==> src/rtl/player_move_sched_pkg.sv <==
// Shared VGA/player constants and the move-scheduler state type.
package player_move_sched_pkg;

  localparam int HOR_PIXELS   = 1024;
  localparam int VER_PIXELS   = 768;
  localparam int PLAYER_SIZE  = 15;

  // First line of vertical blanking in 1024x768 timing.
  localparam int VBLANK_START = VER_PIXELS;

  localparam int PLAYER_X_MAX  = HOR_PIXELS - PLAYER_SIZE;        // 1009
  localparam int PLAYER_Y_MAX  = VER_PIXELS - PLAYER_SIZE;        // 753
  localparam int PLAYER_X_INIT = (HOR_PIXELS - PLAYER_SIZE) / 2;  // 504
  localparam int PLAYER_Y_INIT = (VER_PIXELS - PLAYER_SIZE) / 2;  // 376

  typedef enum logic [2:0] {
    ST_IDLE,
    ST_ARB,
    ST_APPLY,
    ST_ACK,
    ST_DONE
  } state_e;

endpackage

==> src/rtl/player_move_sched_if.sv <==
// Move-request handshake bundle between requesters and the scheduler.
interface player_move_sched_if #(
  parameter int N_REQ  = 2,
  parameter int STEP_W = 5
) ();
  logic [N_REQ-1:0]        req;
  logic [N_REQ*STEP_W-1:0] dx;
  logic [N_REQ*STEP_W-1:0] dy;
  logic [N_REQ-1:0]        ack;

  modport master (output req, output dx, output dy, input  ack);
  modport slave  (input  req, input  dx, input  dy, output ack);
endinterface

==> src/rtl/pos_clamp.sv <==
// Adds a signed step to an on-screen coordinate, saturating to [0, max_i].
module pos_clamp #(
  parameter int STEP_W = 5
) (
  input  logic [10:0]        coord_i,
  input  logic [STEP_W-1:0]  delta_i,
  input  logic [10:0]        max_i,
  output logic [10:0]        coord_o
);

  logic [11:0] sum;

  // 12-bit two's complement sum; bit 11 set means the result went negative.
  always_comb begin
    sum = {1'b0, coord_i} + {{(12-STEP_W){delta_i[STEP_W-1]}}, delta_i};
    if (sum[11]) begin
      coord_o = '0;
    end else if (sum[10:0] > max_i) begin
      coord_o = max_i;
    end else begin
      coord_o = sum[10:0];
    end
  end

endmodule

==> src/rtl/player_move_sched.sv <==
// Frame-synchronous round-robin scheduler for player position updates.
// Positions only move during the service pass launched at vblank start.
module player_move_sched
  import player_move_sched_pkg::*;
#(
  parameter int N_REQ  = 2,
  parameter int STEP_W = 5,
  parameter int X_INIT = PLAYER_X_INIT,
  parameter int Y_INIT = PLAYER_Y_INIT
) (
  input  logic                clk,
  input  logic                rst_n,
  input  logic [10:0]         vcount,
  input  logic [10:0]         hcount,
  player_move_sched_if.slave  mv,
  output logic [10:0]         player_x,
  output logic [10:0]         player_y,
  output logic                frame_tick,
  output logic                busy
);

  localparam int IDX_W = (N_REQ > 1) ? $clog2(N_REQ) : 1;
  localparam int SRV_W = $clog2(N_REQ + 1);
  localparam logic [10:0] X_MAX = 11'(PLAYER_X_MAX);
  localparam logic [10:0] Y_MAX = 11'(PLAYER_Y_MAX);

  state_e              state_q, state_d;
  logic [IDX_W-1:0]    idx_q, idx_d;
  logic [SRV_W-1:0]    served_q, served_d;
  logic [IDX_W-1:0]    rr_q, rr_d;
  logic [STEP_W-1:0]   dx_q, dx_d;
  logic [STEP_W-1:0]   dy_q, dy_d;
  logic [10:0]         x_q, x_d;
  logic [10:0]         y_q, y_d;
  logic [N_REQ-1:0]    ack_q, ack_d;
  logic                tick_q, tick_d;
  logic                ev_q;
  logic [10:0]         x_new, y_new;

  function automatic logic [IDX_W-1:0] inc_idx(input logic [IDX_W-1:0] i);
    return (i == IDX_W'(N_REQ - 1)) ? '0 : i + 1'b1;
  endfunction

  pos_clamp #(.STEP_W(STEP_W)) u_clamp_x (
    .coord_i (x_q),
    .delta_i (dx_q),
    .max_i   (X_MAX),
    .coord_o (x_new)
  );

  pos_clamp #(.STEP_W(STEP_W)) u_clamp_y (
    .coord_i (y_q),
    .delta_i (dy_q),
    .max_i   (Y_MAX),
    .coord_o (y_new)
  );

  // Register the vblank-start frame event for one cycle.
  always_ff @(posedge clk or negedge rst_n) begin
    if (!rst_n) begin
      ev_q <= 1'b0;
    end else begin
      ev_q <= (vcount == 11'(VBLANK_START)) && (hcount == '0);
    end
  end

  // State, arbitration pointers, captured deltas and committed position.
  always_ff @(posedge clk or negedge rst_n) begin
    if (!rst_n) begin
      state_q  <= ST_IDLE;
      idx_q    <= '0;
      served_q <= '0;
      rr_q     <= '0;
      dx_q     <= '0;
      dy_q     <= '0;
      x_q      <= 11'(X_INIT);
      y_q      <= 11'(Y_INIT);
      ack_q    <= '0;
      tick_q   <= 1'b0;
    end else begin
      state_q  <= state_d;
      idx_q    <= idx_d;
      served_q <= served_d;
      rr_q     <= rr_d;
      dx_q     <= dx_d;
      dy_q     <= dy_d;
      x_q      <= x_d;
      y_q      <= y_d;
      ack_q    <= ack_d;
      tick_q   <= tick_d;
    end
  end

  // Next-state logic; ack/tick are registered so the position leads ack by a cycle.
  always_comb begin
    state_d  = state_q;
    idx_d    = idx_q;
    served_d = served_q;
    rr_d     = rr_q;
    dx_d     = dx_q;
    dy_d     = dy_q;
    x_d      = x_q;
    y_d      = y_q;
    ack_d    = '0;
    tick_d   = 1'b0;
    case (state_q)
      ST_IDLE: begin
        if (ev_q) begin
          state_d  = ST_ARB;
          idx_d    = rr_q;
          served_d = '0;
        end
      end
      ST_ARB: begin
        if (served_q == SRV_W'(N_REQ)) begin
          state_d = ST_DONE;
        end else if (mv.req[idx_q]) begin
          dx_d    = mv.dx[idx_q*STEP_W +: STEP_W];
          dy_d    = mv.dy[idx_q*STEP_W +: STEP_W];
          state_d = ST_APPLY;
        end else begin
          idx_d    = inc_idx(idx_q);
          served_d = served_q + 1'b1;
        end
      end
      ST_APPLY: begin
        x_d     = x_new;
        y_d     = y_new;
        state_d = ST_ACK;
      end
      ST_ACK: begin
        ack_d[idx_q] = 1'b1;
        idx_d        = inc_idx(idx_q);
        served_d     = served_q + 1'b1;
        state_d      = ST_ARB;
      end
      ST_DONE: begin
        tick_d  = 1'b1;
        rr_d    = inc_idx(rr_q);
        state_d = ST_IDLE;
      end
      default: state_d = ST_IDLE;
    endcase
  end

  assign mv.ack     = ack_q;
  assign player_x   = x_q;
  assign player_y   = y_q;
  assign frame_tick = tick_q;
  assign busy       = (state_q != ST_IDLE);

endmodule
==> src/flat_wrapper.sv <==
// flat-port wrapper written by rule: the top's interface ports become plain ports
module player_move_sched_flat import player_move_sched_pkg::*;
#(
  parameter int N_REQ  = 2,
  parameter int STEP_W = 5,
  parameter int X_INIT = PLAYER_X_INIT,
  parameter int Y_INIT = PLAYER_Y_INIT
)
  (clk, rst_n, vcount, hcount, player_x, player_y, frame_tick, busy, mv_req, mv_dx, mv_dy, mv_ack);
  player_move_sched_if #(.N_REQ(N_REQ), .STEP_W(STEP_W)) mv_i ();
  input  logic clk;
  input  logic rst_n;
  input  logic [10:0] vcount;
  input  logic [10:0] hcount;
  output logic [10:0] player_x;
  output logic [10:0] player_y;
  output logic frame_tick;
  output logic busy;
  input wire logic [$bits(mv_i.req)-1:0] mv_req;
  input wire logic [$bits(mv_i.dx)-1:0] mv_dx;
  input wire logic [$bits(mv_i.dy)-1:0] mv_dy;
  output wire logic [$bits(mv_i.ack)-1:0] mv_ack;
  assign mv_i.req = mv_req;
  assign mv_i.dx = mv_dx;
  assign mv_i.dy = mv_dy;
  assign mv_ack = mv_i.ack;
  player_move_sched #(.N_REQ(N_REQ), .STEP_W(STEP_W), .X_INIT(X_INIT), .Y_INIT(Y_INIT)) u_core (.clk(clk), .rst_n(rst_n), .vcount(vcount), .hcount(hcount), .mv(mv_i), .player_x(player_x), .player_y(player_y), .frame_tick(frame_tick), .busy(busy));
endmodule
==> config.mk <==
export PLATFORM = sky130hd
export DESIGN_NAME = player_move_sched_flat
export DESIGN_NICKNAME = d
export VERILOG_FILES = /design/src/rtl/player_move_sched_pkg.sv /design/src/rtl/player_move_sched_if.sv /design/src/rtl/pos_clamp.sv /design/src/rtl/player_move_sched.sv /design/src/flat_wrapper.sv
export SDC_FILE = /design/constraint.sdc
export NUM_CORES = 1
export LEC_CHECK = 0
export CAP_MARGIN = 10
export CELL_PAD_IN_SITES_DETAIL_PLACEMENT = 2
export CELL_PAD_IN_SITES_GLOBAL_PLACEMENT = 2
export CORE_MARGIN = 2
export CORE_UTILIZATION = 30
export DETAILED_ROUTE_END_ITERATION = 10
export GPL_TIMING_DRIVEN = 0
export PLACE_DENSITY_LB_ADDON = 0.15
export SYNTH_ARGS = -nofsm -noshare
export SYNTH_HDL_FRONTEND = slang
export SYNTH_SLANG_ARGS = --single-unit
==> constraint.sdc <==
create_clock -name clk -period 5.7 [get_ports clk]
set_input_delay 0.855 -clock clk [delete_from_list [all_inputs] [get_ports clk]]
set_output_delay 0.855 -clock clk [all_outputs]
set_load 0.1 [all_outputs]
==> results of run 1 <==
-- layout make-up --
cell class | instances | area (µm²)
Fill cell | 1092 | 5733
Clock inverter | 3 | 67.56
Clock buffer | 5 | 68.82
Timing Repair Buffer | 72 | 725.7
Tap cell | 133 | 166.4
Sequential cell | 43 | 1090
Multi-Input combinational cell | 248 | 1864
Buffer | 12 | 47.55
Inverter | 3 | 11.26
-- state kept, by name, indices dropped and copies added (netlist names), 2 cells and up --
register,count
u_core.player_x,11
u_core.dx_q,5
u_core.state_q,3
u_core.mv.ack,2
u_core.player_y,11
u_core.served_q,2
u_core.dy_q,5
-- cells by family after synthesis --
family | count (synthesis)
flip-flops | 43
adder cells (fa/ha/maj) | 25
AO/OA/AOI/OAI | 95
multiplexers | 17
AND/OR/NAND/NOR | 93
XOR/XNOR | 18
buffers and inverters | 15
-- worst paths after layout --
| path | slack (ns) | start | end |
|---|---|---|---|
| min in group clk | 0.49 | u_core.rr_q | u_core.rr_q |
| max in group asynchronous | 4.68 | rst_n | u_core.player_y[3] |
| worst min-delay path | 0.46 | rst_n | u_core.player_y[7] |
| worst max register to register | 2.56 | u_core.dx_q[4] | u_core.player_x[1] |
| worst max-delay path | 2.48 | u_core.state_q[1] | busy |
| worst min register to register | 0.49 | u_core.rr_q | u_core.rr_q |
-- synthesized netlist by cell type, drive strengths merged (2+ instances only) --
| library cell | count |
|---|---|
| o21ai | 26 |
| nor2 | 19 |
| mux2i | 14 |
| a311oi | 4 |
| nor3b | 8 |
| a22o | 4 |
| inv | 3 |
| a221o | 4 |
| mux2 | 3 |
| a31oi | 5 |
| nor3 | 3 |
| buf | 3 |
| nand4 | 4 |
| and2 | 4 |
| clkbuf | 9 |
| nand2b | 4 |
| xor2 | 7 |
| ha | 23 |
| o211ai | 5 |
| dfrtp | 32 |
| a21o | 8 |
| nand2 | 28 |
| dfstp | 11 |
| a211oi | 4 |
| a311o | 2 |
| o31ai | 3 |
| and3 | 4 |
| or3 | 3 |
| a32o | 3 |
| nor4 | 6 |
| fa | 2 |
| a211o | 4 |
| o21bai | 2 |
| a21oi | 17 |
| and4b | 2 |
| nor2b | 4 |
| xnor2 | 11 |
-- routing by layer --
layer / share of wire (%) / routed length (µm) / vias up / global-route usage, %
met4: 0.32 / 29 / 0 / 1.931
li1: - / - / 1318 / -
met5: 0 / 0 / - / 0
met2: 48 / 4367 / 57 / 30.36
met1: 48 / 4375 / 1354 / 23.15
met3: 3.6 / 331 / 3 / 3.195
-- metrics by stage --
step	cell area, µm²	cells	setup WS [ns]
3_3_place_gp	3890	510	2.425
5_1_grt	4041	519	2.334
4_1_cts	4041	519	2.454
6_report	4041	519	2.484
3_5_place_dp	3905	511	2.598
2_1_floorplan	3013	306	2.632
-- worst reg2reg max path, cell delays in order (launching register included) --
cell and delay [ns]:
sky130_fd_sc_hd__dfrtp_1 0.53, sky130_fd_sc_hd__ha_1 0.35, sky130_fd_sc_hd__clkbuf_1 0.28, sky130_fd_sc_hd__a21oi_1 0.17, sky130_fd_sc_hd__o21ai_0 0.43, sky130_fd_sc_hd__or2_2 0.19
sky130_fd_sc_hd__o211ai_1 0.12, sky130_fd_sc_hd__nor3b_1 0.49, sky130_fd_sc_hd__a311oi_2 0.24, sky130_fd_sc_hd__a22o_1 0.24
==> run summary, run 1 <==
The total of warnings raised by yosys is 0. After routing, the total negative slack on setup checks comes to 0 ns. The count of nets after finishing came out at 456. The number of standard-cell rows in the floorplan came out at 36. The clock transition at the register clock pins on the worst setup and hold paths after CTS came out at 0.10 ns. In this run the cell area of the synthesized design comes to 3013 µm². The number of buffers inserted during clock tree synthesis is 5. The post-cts repair resize count came out at 0. The number of endpoints failing setup at the final stage is 0. The shortest period the worst path allows is 3.216 ns. The worst setup path is launched from a flip-flop. The final number of max-transition violations came out at 0.

The portion of netlist area occupied by mux cells is 5.772%. The category of cells accounting for the largest share of critical-path delay is buffers and inverters. The count of flip-flops with a built-in enable after synthesis is 0. The mean number of vias per cell is 5.264. Clock tree synthesis selected as its root buffer the cell sky130_fd_sc_hd__clkbuf_8.

Data on the critical path is required at its endpoint by 4.85 ns. In the layout the commonest cells are 70 x sky130_fd_sc_hd__clkdlybuf4s50_1, 32 x sky130_fd_sc_hd__dfrtp_1, 28 x sky130_fd_sc_hd__nand2_1. The detailed router placed 2,732 vias in this run.

The simple logic cell fraction of the synthesized area came out at 16.24%. The share of synthesized cell area in full adder, half adder and majority cells came out at 10.88%. TritonCTS built the clock tree. The number of cells produced by synthesis is 306. The worst setup path is captured at an output pin. The number of design-rule violations left by the first detailed-router iteration is 26.

The total global routing track utilization is 17.39%. The worst clock skew is 0.009745 ns. Walking the worst path, the cells encountered are clkbuf_1 -> or3_1 -> clkdlybuf4s50_1.

Wires add up to 9.104 mm. The maximum level of the CTS H-tree is 2. The XOR/XNOR share of the synthesized area came out at 5.233%.

The portion of the post-synthesis area used by sequential elements is 36.17%. The setup path with the least slack is of type flip-flop to output pin. The via count of the first global-routing pass came out at 2,989. The critical-path maximum fanout came out at 10.

The total core area came out at 9774 µm². The utilization after layout is 41.35%. The sink count of the clock tree came out at 43. The post-route netlist has 10.62% of its cells at a drive strength greater than 1. Clock latency on the worst-skew pair, taken at its later pin, is 0.31 ns. In this run the horizontal extent of the chip is 104.2 µm. The worst hold path belongs to the class input port to async pin. The first-pass GRT wire length came out at 15.34 mm. The number of DRC violations after detailed routing came out at 0. The portion of the clock cycle consumed by the worst path in the final layout is 56.42%. After synthesis, the cell types taking the most area are sky130_fd_sc_hd__dfrtp_1 27%, sky130_fd_sc_hd__dfstp_2 9.6%, sky130_fd_sc_hd__ha_1 9.6%, sky130_fd_sc_hd__mux2i_1 4.7%, sky130_fd_sc_hd__o21ai_0 4.2%. Measured along the y axis, the die boundary spans 104.2 µm.

Of all cell types, the one taking the most synthesized area is sky130_fd_sc_hd__dfrtp_1. Of the post-synthesis cell area, the dominant cell type holds 26.58%. The count of antenna diodes in the layout is 0.

Setup repair after global routing left no endpoint under its margin. The largest net degree at the start of global routing came out at 29. The routability congestion estimate came out at 0.8043.

After global routing the overflow that remains totals 0. The slew of the pin with the lowest slew margin came out at 0.9886 ns. The top flip-flop cell by instance count after synthesis is sky130_fd_sc_hd__dfrtp_1. The relative slew slack is 33.89%.

The slowest stage of the critical path belongs to the cell sky130_fd_sc_hd__clkdlybuf4s50_1. Buffers placed on the I/O ports in this run total 71. The synthesized netlist contains 54 unique library cells. Dividing the detail-routed wire length by the instance count gives 17.54 µm. The largest incremental delay on the critical path is 1.14 ns. Static timing analysis puts the maximum clock frequency at 0.3110 GHz. The number of ports placed on the die boundary is 72. The total number of cells along the worst setup path came out at 3. The flow ran to the end, and the final reports show no timing, DRC or antenna violations. The count of nets left with antenna violations once routing finished came out at 0. The number of cells traversed by the worst register-to-register path came out at 9. The die area is 10,860 µm².

The number of post-CTS setup repair buffers is 0. No sink is reached through more buffers than the 2 on the longest clock path. Leaving out fill and tap cells, the most frequent cell in the layout is sky130_fd_sc_hd__clkdlybuf4s50_1.

The max-cap check violation count came out at 0. The half-perimeter wire length after placement is 7.223 mm. The area added between synthesis and finish came out at 34.14%. Hold is met by 0.4631 ns. The hold violation total from the final report was 0. The synthesized netlist net count is 377. The number of hold buffers added after CTS was 0. The post-synthesis average cell area came out at 9.846 µm². The async set or reset register ratio after synthesis is 100.0%. By area, the combinational part of the netlist is dominated by compound AO/OA/AOI/OAI gates. Summing the areas of all compound-gate instances in the mapped netlist gives 23.75% of the synthesized area. The starting density of the core is 30.82%. The total of flip-flops plus latches after synthesis came out at 43. The number of antenna violations at the first check in global routing is 0. The detailed-router iteration count before antenna repair is 4. The number of buffer and inverter stages on the critical path came out at 2. The data arrival at the endpoint of the critical path is 2.36 ns.
Power of run 1 is left out: the tool's default activity adds up to more than one toggle a clock period on the data nets, which glitch-free logic cannot reach.
==> inputs of run 2 (changes only) <==
- clock period: 5.7 -> 3.2 ns (I/O delays scaled with it)
==> run summary, run 2 (synthesized netlist as in run 1, its figures left out) <==
The flow ran to the end, and the final reports show no timing, DRC or antenna violations. In the final layout, the multi-input gates occupy 1882 µm². The clock insertion delay at the later pin of the skew report came out at 0.31 ns. The hold violation total from the final report is 0.

The clock transition at the register clock pins on the worst setup and hold paths after CTS came out at 0.10 ns. In the layout the commonest cells are 70 x sky130_fd_sc_hd__clkdlybuf4s50_1, 32 x sky130_fd_sc_hd__dfrtp_1, 28 x sky130_fd_sc_hd__nand2_1. The vertical extent of the die came out at 104.2 µm. The category of the most critical setup path is flip-flop to flip-flop. STA classifies the critical path endpoint as a flip-flop. The mean number of vias per cell came out at 5.279. The number of antenna violations at the first check in global routing is 0. The slew of the pin with the lowest slew margin came out at 0.9884 ns. The cell repeated most along the worst path is sky130_fd_sc_hd__o211ai_1. The post-route setup TNS is 0 ns. The detailed-router iteration count before antenna repair is 4. The total wire length came out at 9.169 mm.

Leaving out fill and tap cells, the most frequent cell in the layout is sky130_fd_sc_hd__clkdlybuf4s50_1. The total of hold buffers inserted after clock tree synthesis is 0. The number of ports placed on the die boundary is 72.

The post-route worst hold slack is 0.09171 ns. The H-tree was split into 2 levels. The net count of the finished layout is 456.

The portion of the clock cycle consumed by the worst path in the final layout is 93.51%. The clock passes through at most 2 buffers. The worst clock skew is 0.009598 ns. After floorplanning, the core was divided into 36 placement rows.

The achievable frequency is 0.3342 GHz. STA puts the critical path data arrival time at 3.23 ns. The critical path goes through ha_1 -> fa_1 -> a21o_1 -> a311oi_1 -> o211ai_1 -> o211ai_1 -> xnor2_1 -> a311oi_2 -> a22o_1. The die area came out at 10,860 µm². The first global-routing pass estimated 15.34 mm of wire. Summing over every cut layer, the via total after detailed routing is 2,740. The width of the chip is 104.2 µm.

The class of the tightest hold or removal check is input port to async pin. STA puts the critical path data required time at 3.44 ns. The via count of the first global-routing pass came to 2,989.

The max-cap check violation count is 0. The final number of max-transition violations came out at 0. The relative slew slack came out at 33.90%. In the routed design, unresolved DRC markers number 0.

The root buffer cell is sky130_fd_sc_hd__clkbuf_8. The count of nets left with antenna violations once routing finished came out at 0. The post-route netlist has 11.14% of its cells at a drive strength greater than 1. The total core area came out at 9774 µm². The number of port buffers came out at 71.

The area added between synthesis and finish came out at 34.72%. The number of design-rule violations left by the first detailed-router iteration is 28. 0 antenna diodes ended up in the layout. The slowest stage of the critical path belongs to the cell sky130_fd_sc_hd__a311oi_2. Dividing the detail-routed wire length by the instance count gives 17.67 µm. Detailed placement ended at an HPWL of 7.223 mm. After global routing the overflow that remains totals 0.

The largest net degree at the start of global routing is 29. The starting density of the core came out at 30.82%. The number of buffers inserted during clock tree synthesis is 5. The total global routing track utilization came out at 17.39%.

CTS saw 43 sinks. The number of post-CTS setup repair buffers is 0. The routability congestion estimate came out at 0.8043. The critical-path maximum fanout is 8.

The worst setup path is launched from a flip-flop. The number of endpoints failing setup at the final stage is 0. The number of fill cells in the layout came out at 1,090. TritonCTS built the clock tree. Setup repair after global routing left no endpoint under its margin. On the worst path, the slowest cell contributes a delay of 0.46 ns. The sequential cell area in the final layout came out at 1090 µm².

The shortest period the worst path allows is 2.992 ns.
-- run 2: cell type report --
cell class	count	share of cell area, %
Buffer	12	1.171
Clock buffer	5	1.695
Clock inverter	3	1.665
Inverter	3	0.2774
Multi-Input combinational cell	248	46.36
Sequential cell	43	26.85
Tap cell	133	4.100
Timing Repair Buffer	72	17.88
-- run 2: metal layers --
metal | share of wire, % | wire length [µm] | track usage [%]
met1 | 48 | 4368 | 23.15
met2 | 49 | 4449 | 30.36
met3 | 3.8 | 344 | 3.195
met4 | 0.087 | 8 | 1.931
met5 | 0 | 0 | 0
-- run 2: repair_timing --
action,CTS,global route
gates resized for setup,0,3
setup endpoints to repair,0,7
endpoints found under the hold margin,0,0
-- run 2: metrics by stage --
stage / utilization [%] / area (µm²) / setup slack [ns] / cells
after floorplan: - / 3013 / 0.1324 / 306
final: 41.53 / 4059 / 0.2077 / 519
after CTS: 41.35 / 4041 / 0.07945 / 519
after global routing: 41.53 / 4059 / 0.01366 / 519
after global placement: 39.80 / 3890 / 0.1448 / 510
after detailed placement: 39.95 / 3905 / 0.09788 / 511
-- run 2: worst paths after layout --
check                                   start  slack [ns]                 end  cells past startpoint
setup / recovery           u_core.player_x[0]        0.21  u_core.player_x[1]                      9
hold / removal                          rst_n        0.09  u_core.player_y[7]                      1
setup reg to reg           u_core.player_x[0]        0.21  u_core.player_x[1]                      9
hold reg to reg                   u_core.rr_q        0.49         u_core.rr_q                      1
max in group asynchronous               rst_n        2.55  u_core.player_y[3]                      2
min in group clk                  u_core.rr_q        0.49         u_core.rr_q                      1
-- run 2: critical path, delay by kind of cell, from the launching register on --
kind	cells	cell delay, ns
xor gates and xnor gates	1	0.27
AOI/OAI and AO/OA	6	1.57
adders and majority gates	2	0.68
DFF	1	0.41
Power of run 2 is left out for the same reason.
